--- src/rtl/mod_residue_folder_if.sv ---
`default_nettype none
// ============================================================================
//  Module   : mod_residue_folder_if
//  Brief    : Operand-in / residue-out handshake bundle for mod_residue_folder.
//  Revision : 1.0 - initial release
// ============================================================================
interface mod_residue_folder_if #(
    parameter int WIDTH  = 8,
    parameter int CHUNKS = 8
);
    logic                      in_valid;
    logic                      in_ready;
    logic [WIDTH*CHUNKS-1:0]   in_data;
    logic                      out_valid;
    logic                      out_ready;
    logic [WIDTH-1:0]          out_data;

    modport master (
        output in_valid,
        output in_data,
        output out_ready,
        input  in_ready,
        input  out_valid,
        input  out_data
    );

    modport slave (
        input  in_valid,
        input  in_data,
        input  out_ready,
        output in_ready,
        output out_valid,
        output out_data
    );
endinterface
`default_nettype wire

--- src/rtl/mod_residue_folder.sv ---
`default_nettype none
// ============================================================================
//  Module   : mod_residue_folder
//  Brief    : Folds a CHUNKS*WIDTH operand, one chunk per cycle, into a residue
//             modulo 2^WIDTH-1 using end-around-carry addition.
//  Revision : 1.0 - initial release
// ============================================================================
module mod_residue_folder #(
    parameter int WIDTH     = 8,
    parameter int CHUNKS    = 8,
    parameter int NORMALIZE = 1
) (
    input  wire logic            clk,
    input  wire logic            rst_n,
    mod_residue_folder_if.slave  bus,
    output logic                 busy
);

    localparam int c_OP_W  = WIDTH * CHUNKS;
    localparam int c_CNT_W = $clog2(CHUNKS + 1);

    localparam logic [c_CNT_W-1:0] c_CNT_LAST = c_CNT_W'(CHUNKS - 1);
    localparam logic [c_CNT_W-1:0] c_CNT_ONE  = c_CNT_W'(1);

    localparam logic [1:0] c_S_IDLE = 2'd0;
    localparam logic [1:0] c_S_FOLD = 2'd1;
    localparam logic [1:0] c_S_DONE = 2'd2;

    logic [1:0]          r_state;
    logic [c_OP_W-1:0]   r_shift;
    logic [WIDTH-1:0]    r_acc;
    logic [c_CNT_W-1:0]  r_cnt;
    logic                r_in_ready;
    logic                r_out_valid;
    logic [WIDTH-1:0]    r_out_data;
    logic                r_busy;

    logic [WIDTH-1:0]    w_chunk;
    logic [WIDTH:0]      w_sum;
    logic [WIDTH-1:0]    w_acc_next;
    logic [WIDTH-1:0]    w_residue;

    assign w_chunk = r_shift[WIDTH-1:0];
    assign w_sum   = {1'b0, r_acc} + {1'b0, w_chunk};

    // Adding the carry back cannot overflow: the low WIDTH bits are at most
    // 2^WIDTH-2 whenever the carry is set.
    assign w_acc_next = w_sum[WIDTH-1:0] + {{(WIDTH-1){1'b0}}, w_sum[WIDTH]};
    assign w_residue  = ((NORMALIZE != 0) && (w_acc_next == {WIDTH{1'b1}}))
                        ? {WIDTH{1'b0}} : w_acc_next;

    // in_ready is a register so it stays low throughout reset and only rises
    // on the first edge after release (and the edge after a DONE handshake).
    always_ff @(posedge clk or negedge rst_n) begin
        if (!rst_n) begin
            r_state     <= c_S_IDLE;
            r_shift     <= '0;
            r_acc       <= '0;
            r_cnt       <= '0;
            r_in_ready  <= 1'b0;
            r_out_valid <= 1'b0;
            r_out_data  <= '0;
            r_busy      <= 1'b0;
        end else begin
            case (r_state)
                c_S_IDLE: begin
                    if (bus.in_valid && r_in_ready) begin
                        r_shift    <= bus.in_data;
                        r_acc      <= '0;
                        r_cnt      <= '0;
                        r_state    <= c_S_FOLD;
                        r_in_ready <= 1'b0;
                        r_busy     <= 1'b1;
                    end else begin
                        r_in_ready <= 1'b1;
                    end
                end
                c_S_FOLD: begin
                    r_acc   <= w_acc_next;
                    r_shift <= r_shift >> WIDTH;
                    r_cnt   <= r_cnt + c_CNT_ONE;
                    if (r_cnt == c_CNT_LAST) begin
                        r_state     <= c_S_DONE;
                        r_out_valid <= 1'b1;
                        r_out_data  <= w_residue;
                    end
                end
                c_S_DONE: begin
                    if (bus.out_ready) begin
                        r_state     <= c_S_IDLE;
                        r_out_valid <= 1'b0;
                        r_in_ready  <= 1'b1;
                        r_busy      <= 1'b0;
                    end
                end
                default: begin
                    r_state     <= c_S_IDLE;
                    r_out_valid <= 1'b0;
                    r_in_ready  <= 1'b0;
                    r_busy      <= 1'b0;
                end
            endcase
        end
    end

    assign bus.in_ready  = r_in_ready;
    assign bus.out_valid = r_out_valid;
    assign bus.out_data  = r_out_data;
    assign busy          = r_busy;

endmodule
`default_nettype wire

--- src/flat_wrapper.sv ---
// flat-port wrapper written by rule: the top's interface ports become plain ports
module mod_residue_folder_flat 
#(
    parameter int WIDTH     = 8,
    parameter int CHUNKS    = 8,
    parameter int NORMALIZE = 1
)
  (clk, rst_n, busy, bus_in_valid, bus_in_data, bus_out_ready, bus_in_ready, bus_out_valid, bus_out_data);
  mod_residue_folder_if #(.WIDTH(WIDTH), .CHUNKS(CHUNKS)) bus_i ();
  input  wire logic clk;
  input  wire logic rst_n;
  output logic busy;
  input wire logic [$bits(bus_i.in_valid)-1:0] bus_in_valid;
  input wire logic [$bits(bus_i.in_data)-1:0] bus_in_data;
  input wire logic [$bits(bus_i.out_ready)-1:0] bus_out_ready;
  output wire logic [$bits(bus_i.in_ready)-1:0] bus_in_ready;
  output wire logic [$bits(bus_i.out_valid)-1:0] bus_out_valid;
  output wire logic [$bits(bus_i.out_data)-1:0] bus_out_data;
  assign bus_i.in_valid = bus_in_valid;
  assign bus_i.in_data = bus_in_data;
  assign bus_i.out_ready = bus_out_ready;
  assign bus_in_ready = bus_i.in_ready;
  assign bus_out_valid = bus_i.out_valid;
  assign bus_out_data = bus_i.out_data;
  mod_residue_folder #(.WIDTH(WIDTH), .CHUNKS(CHUNKS), .NORMALIZE(NORMALIZE)) u_core (.clk(clk), .rst_n(rst_n), .bus(bus_i), .busy(busy));
endmodule
--- config.mk ---
export PLATFORM = sky130hd
export DESIGN_NAME = mod_residue_folder_flat
export DESIGN_NICKNAME = d
export VERILOG_FILES = /design/src/rtl/mod_residue_folder_if.sv /design/src/rtl/mod_residue_folder.sv /design/src/flat_wrapper.sv
export SDC_FILE = /design/constraint.sdc
export NUM_CORES = 1
export LEC_CHECK = 0
export ABC_CLOCK_PERIOD_IN_PS = 9200
export CAP_MARGIN = 20
export CORE_MARGIN = 2
export CORE_UTILIZATION = 35
export CTS_BUF_LIST = sky130_fd_sc_hd__clkbuf_16
export CTS_CLUSTER_DIAMETER = 60
export DETAILED_ROUTE_END_ITERATION = 6
export PLACE_DENSITY = 0.65
export SLEW_MARGIN = 20
export SYNTH_ARGS = -nofsm -noshare
export SYNTH_HDL_FRONTEND = slang
export SYNTH_SLANG_ARGS = --single-unit
--- constraint.sdc ---
create_clock -name clk -period 9.2 [get_ports clk]
set_input_delay 1.38 -clock clk [delete_from_list [all_inputs] [get_ports clk]]
set_output_delay 1.38 -clock clk [all_outputs]
set_load 0.01 [all_outputs]
* Yosys cells after proc, flatten, opt, wreduce, memory -nomap -nowiden
Index checks and enable logic that the tools add are counted.
** Word-level totals
- Input bits :: 68
- Output and inout port bits :: 11
- Logic and storage cells :: 48
- Flip-flop bits (word level) :: 89
** Cells by class
- Muxes and demuxes :: 19
- Reductions and logical operators :: 9
- Equality and inequality tests :: 7
- Add/sub/neg operators :: 3
- Bitwise operators :: 2
** Operator list (count)
- 64-bit case mux with 2 select lines :: 1
- 64-bit two-way mux :: 1
- 8-bit two-way mux :: 2
- 8-bit case mux with 2 select lines :: 1
- 8-bit by 8-bit adder with 9-bit output :: 1
- 1-bit case mux with 3 select lines :: 3
- 3-bit AND reduction :: 3
- 8-bit by 1-bit adder with 8-bit output :: 1
- 8-bit == test, second input constant :: 1
- 4-bit case mux with 2 select lines :: 1
- 2-bit two-way mux :: 3
- 2-bit case mux with 3 select lines :: 1
- 2-bit AND reduction :: 3
- 1-bit two-way mux :: 5
- 4-bit by 1-bit adder with 4-bit output, second input constant :: 1
- 4-bit by 3-bit == test with 1-bit output, second input constant :: 1
- 4-bit two-way mux :: 1
- 2-bit by 1-bit != test with 1-bit output, second input constant :: 2
- 2-bit by 1-bit == test with 1-bit output, second input constant :: 1
- 2-bit == test, second input constant :: 1
- 2-bit zero test :: 1
- 2-bit != test, second input constant :: 1
- 1-bit NOT :: 2
- 2-bit nonzero test :: 1
- 1-bit logical AND :: 1

* Logic depth before layout (Yosys ltp)
- Depth in word-level cells :: 4
- Gate-level depth with buffers :: 14
- Mapped depth without buffers :: 14

* Worst setup path after synthesis
No wires, ideal clock.
- Path type :: register to register
- Start point :: register u_core.r_acc[0]
- End point :: register u_core.r_out_data[3], in the netlist u_core.bus.out_data[3]
- Buffers on the path :: 0
- Arrival time :: 3.140 ns
- Required time :: 9.061 ns
- Period minus slack after synthesis :: 3.279 ns
- Stages on the path, launching flop included :: 15
- Library setup time :: 0.139 ns
- Path slack :: 5.921 ns
- Cell sequence :: dfrtp_1 ha_1 fa_1 a211oi_1 o21ai_0 a21oi_1 o21bai_1 ha_1 ha_1 o211ai_1 or4b_4 xor2_1 nand3b_4 a2111oi_4 nor3_2
** Between the ends
- Word-level cells in the longest chain between the ends :: 4
** RTL lines
- from (decl) :: line mod_residue_folder.sv:31 : logic [WIDTH-1:0] r_acc;
- from (signal assigned) :: line mod_residue_folder.sv:79 : r_acc <= w_acc_next;
- 8-bit by 8-bit adder with 9-bit output (*) :: line mod_residue_folder.sv:44 : assign w_sum = {1'b0, r_acc} + {1'b0, w_chunk};
- 8-bit by 1-bit adder with 8-bit output (*) :: line mod_residue_folder.sv:48 : assign w_acc_next = w_sum[WIDTH-1:0] + {{(WIDTH-1){1'b0}}, w_sum[WIDTH]};
- 8-bit == test :: line mod_residue_folder.sv:49 : assign w_residue = ((NORMALIZE != 0) && (w_acc_next == {WIDTH{1'b1}}))
- 8-bit two-way mux (*) :: line mod_residue_folder.sv:50 : ? {WIDTH{1'b0}} : w_acc_next;
- to (signal assigned) :: line mod_residue_folder.sv:85 : r_out_data <= w_residue;
- to (decl) :: line mod_residue_folder.sv:35 : logic [WIDTH-1:0] r_out_data;
Every way passes the cells marked *; elsewhere a longest branch is shown, timed or not.
A chain may end at the register's enable or synchronous reset.

* Final worst setup path
- Start point :: register u_core.r_acc[0]
- End point :: register u_core.r_out_data[6], in the netlist u_core.bus.out_data[6]
The elaborated chain is that of the path after synthesis.

==> flow_summary.ini <==
[flow_run]
drv_cap = 0

[timing]
drv_slew = 0
hold_viol = 0
fin_skew_ps = 5.52
max_freq_mhz = 270
worst_pin_slew_ps = 1030
slew-limit-headroom_pct = 31.6
tns_ps = 0
rsz0062_at_grt = false
period_needed_ps = 3700
holdWs_ps = 477
min_period_over_period_pct = 40.3
setup_viol = 0

[routing]
ant_nets = 0
drc = 0
dr.pass1.iters = 4
vias_per_cell = 4.91
vias = 3271
drt-initial-drc-count = 147
drt-total-wl_um = 9980
wl_per_cell_um = 15.0

[pwr]
p_per_area_nw_per_um2 = 366
p_leak_nw = 2.58
max-vdd-ir-drop_mv = 0.184

[cells_and_area]
syn_to_final_growth_pct = 28.7
drive_gt1_share_pct = 5.82
n_antenna_cell = 0
final_cell_mix = dfrtp_1 (89), clkdlybuf4s50_1 (77), nand2_1 (75), o21ai_0 (69), mux2i_1 (56)
final_nets = 574
final_common_cell = dfrtp_1

[placed_design]
portBuffers = 78
place_congestion = 0.789
dp_hpwl_um = 7000

[clock_tree]
cts_resized = 0
cts_tree = done
path_clk_slew_ps = 60
postCtsSetupBuffers = 0
cts_made_buffers = 9
h-tree-depth = 3
clk_latency_ps = 340
holdBufCountCts = 0
clock-sinks = 89
clock-root-buffer = clkbuf_16
clock_path_buffers = 2

[critical_path]
start_kind = flip-flop
critPathMaxFanout = 7
cp-end-kind = flip-flop
crit_arrival_ps = 3890
worstPathRequired_ps = 9380
crit_type = flip-flop to flip-flop
ff2ff_path_depth = 14

[floorplanning]
die-height_um = 116
rows = 40
initial_core_util_pct = 36.1
core-area_sq_um = 12100
die_area_sq_um = 13400
fp.dieW_um = 116
ios = 79

[synthesis]
yosysSeqAreaShare_pct = 51.1
yosys.area.top_type = dfrtp_1
postSynthCellCount = 425
synth_warnings = 0
syn_avg_cell_area_sq_um = 10.3
synthArstFlopShare_pct = 100
ys.flop_type = dfrtp_1
ys_ff_latch = 89
ys_types = 39
synth_edf_count = 0
yosysTopAreaCellShare_pct = 51.1
synth_nets = 505
synth.area.top_cells = dfrtp_1 (51%), mux2i_1 (13%), o21ai_0 (7.9%), nand2_1 (6.5%), ha_1 (3.2%)
synth_area_sq_um = 4360

[global_route]
grt_pass1_vias = 3317
grt_pass1_wl_um = 16500
antenna_found_initial = 0
track_usage_pct = 15.8
grt_overflow = 0
grt_max_degree = 134

[hold_path]
hp-class = flip-flop to flip-flop
holdPathStages = 2

[outcome]
status = completed
==> sequential cells by signal, summed over array words and instances (netlist names) <==
signal	count
u_core.r_cnt	4
u_core.r_shift	64
u_core.r_acc	8
u_core.bus.out_data	8
u_core.bus.in_ready	1
u_core.r_state	2
u_core.bus.out_valid	1
u_core.busy	1
==> critical path, cell delays in order, from the launching register on <==
cell	delay (ps)
dfrtp_1	360
ha_1	220
fa_1	240
a211oi_1	120
o21ai_0	310
a21oi_1	120
o21bai_1	140
ha_1	180
ha_1	210
o211ai_1	100
or4b_4	520
xor2_1	190
nand3b_4	200
a2111oi_4	550
a211oi_1	90
==> metrics by stage <==
| stage | cells | instance area [sq um] | setup slack, ps | util (%) | power (mW) |
|---|---|---|---|---|---|
| CTS | 665 | 5580 | 5470 | 46.2 | 2.07 |
| detailed placement | 650 | 5290 | 5520 | 43.9 | 1.70 |
| global placement | 650 | 5290 | 5600 | 43.9 | 1.67 |
| global route | 666 | 5610 | 5250 | 46.5 | 2.22 |
| floorplan | 425 | 4360 | 5920 | - | 1.39 |
| finish | 666 | 5610 | 5500 | 46.5 | 2.05 |
==> metal layers <==
| metal | global-route usage, % | wire length [um] | vias up |
|---|---|---|---|
| met3 | 3.50 | 566 | 11 |
| met2 | 25.0 | 4600 | 81 |
| met1 | 21.5 | 4680 | 1535 |
| met4 | 5.54 | 133 | 0 |
| met5 | 0 | 0 | - |
| li1 | - | - | 1644 |
==> final cells by class <==
type | count | area, sq um
clock inverters | 6 | 61.3
fillers | 1149 | 6450
multi-input cells | 309 | 2050
well taps | 168 | 210
clock buffers | 9 | 225
inverters | 4 | 15.0
flip-flops and latches | 89 | 2230
repair buffers | 81 | 821
==> path summary, 6_finish.rpt <==
path	from	to	slack (ps)
worst max-delay path	u_core.r_acc[0]	u_core.bus.out_data[6]	5500
worst min-delay path	u_core.r_shift[26]	u_core.r_shift[26]	480
worst max register to register	u_core.r_acc[0]	u_core.bus.out_data[6]	5500
worst min register to register	u_core.r_shift[26]	u_core.r_shift[26]	480
max in group asynchronous	rst_n	u_core.r_shift[46]	7150
min in group asynchronous	rst_n	u_core.r_acc[2]	970
==> synthesized netlist by cell type (all sizes together) (2+ instances only) <==
| library cell | n |
|---|---|
| nor2b | 3 |
| a21oi | 11 |
| ha | 11 |
| nand2b | 2 |
| xnor2 | 5 |
| a211oi | 5 |
| nand3 | 5 |
| o21ai | 69 |
| inv | 4 |
| o22ai | 3 |
| nand2 | 75 |
| and3 | 3 |
| dfrtp | 89 |
| nor3 | 6 |
| nand4 | 2 |
| clkbuf | 23 |
| xor2 | 6 |
| nor2 | 16 |
| o21bai | 2 |
| mux2i | 56 |
| a22o | 13 |
==> cell families after synthesis <==
group,share of synthesized area (%)
XOR/XNOR,2.21
multiplexers,12.9
buffers and inverters,2.33
adder cells (fa/ha/maj),3.62
flip-flops,51.1
AO/OA/AOI/OAI,15.7
AND/OR/NAND/NOR,12.1
==> power by group <==
group	leakage, nW	total (mW)	switching (mW)	internal, mW
logic	1.32	1.03	0.581	0.453
registers	1.12	0.665	0.102	0.563
clock network	0.136	0.356	0.149	0.207
No activity file was read; power rests on OpenSTA's default activity.
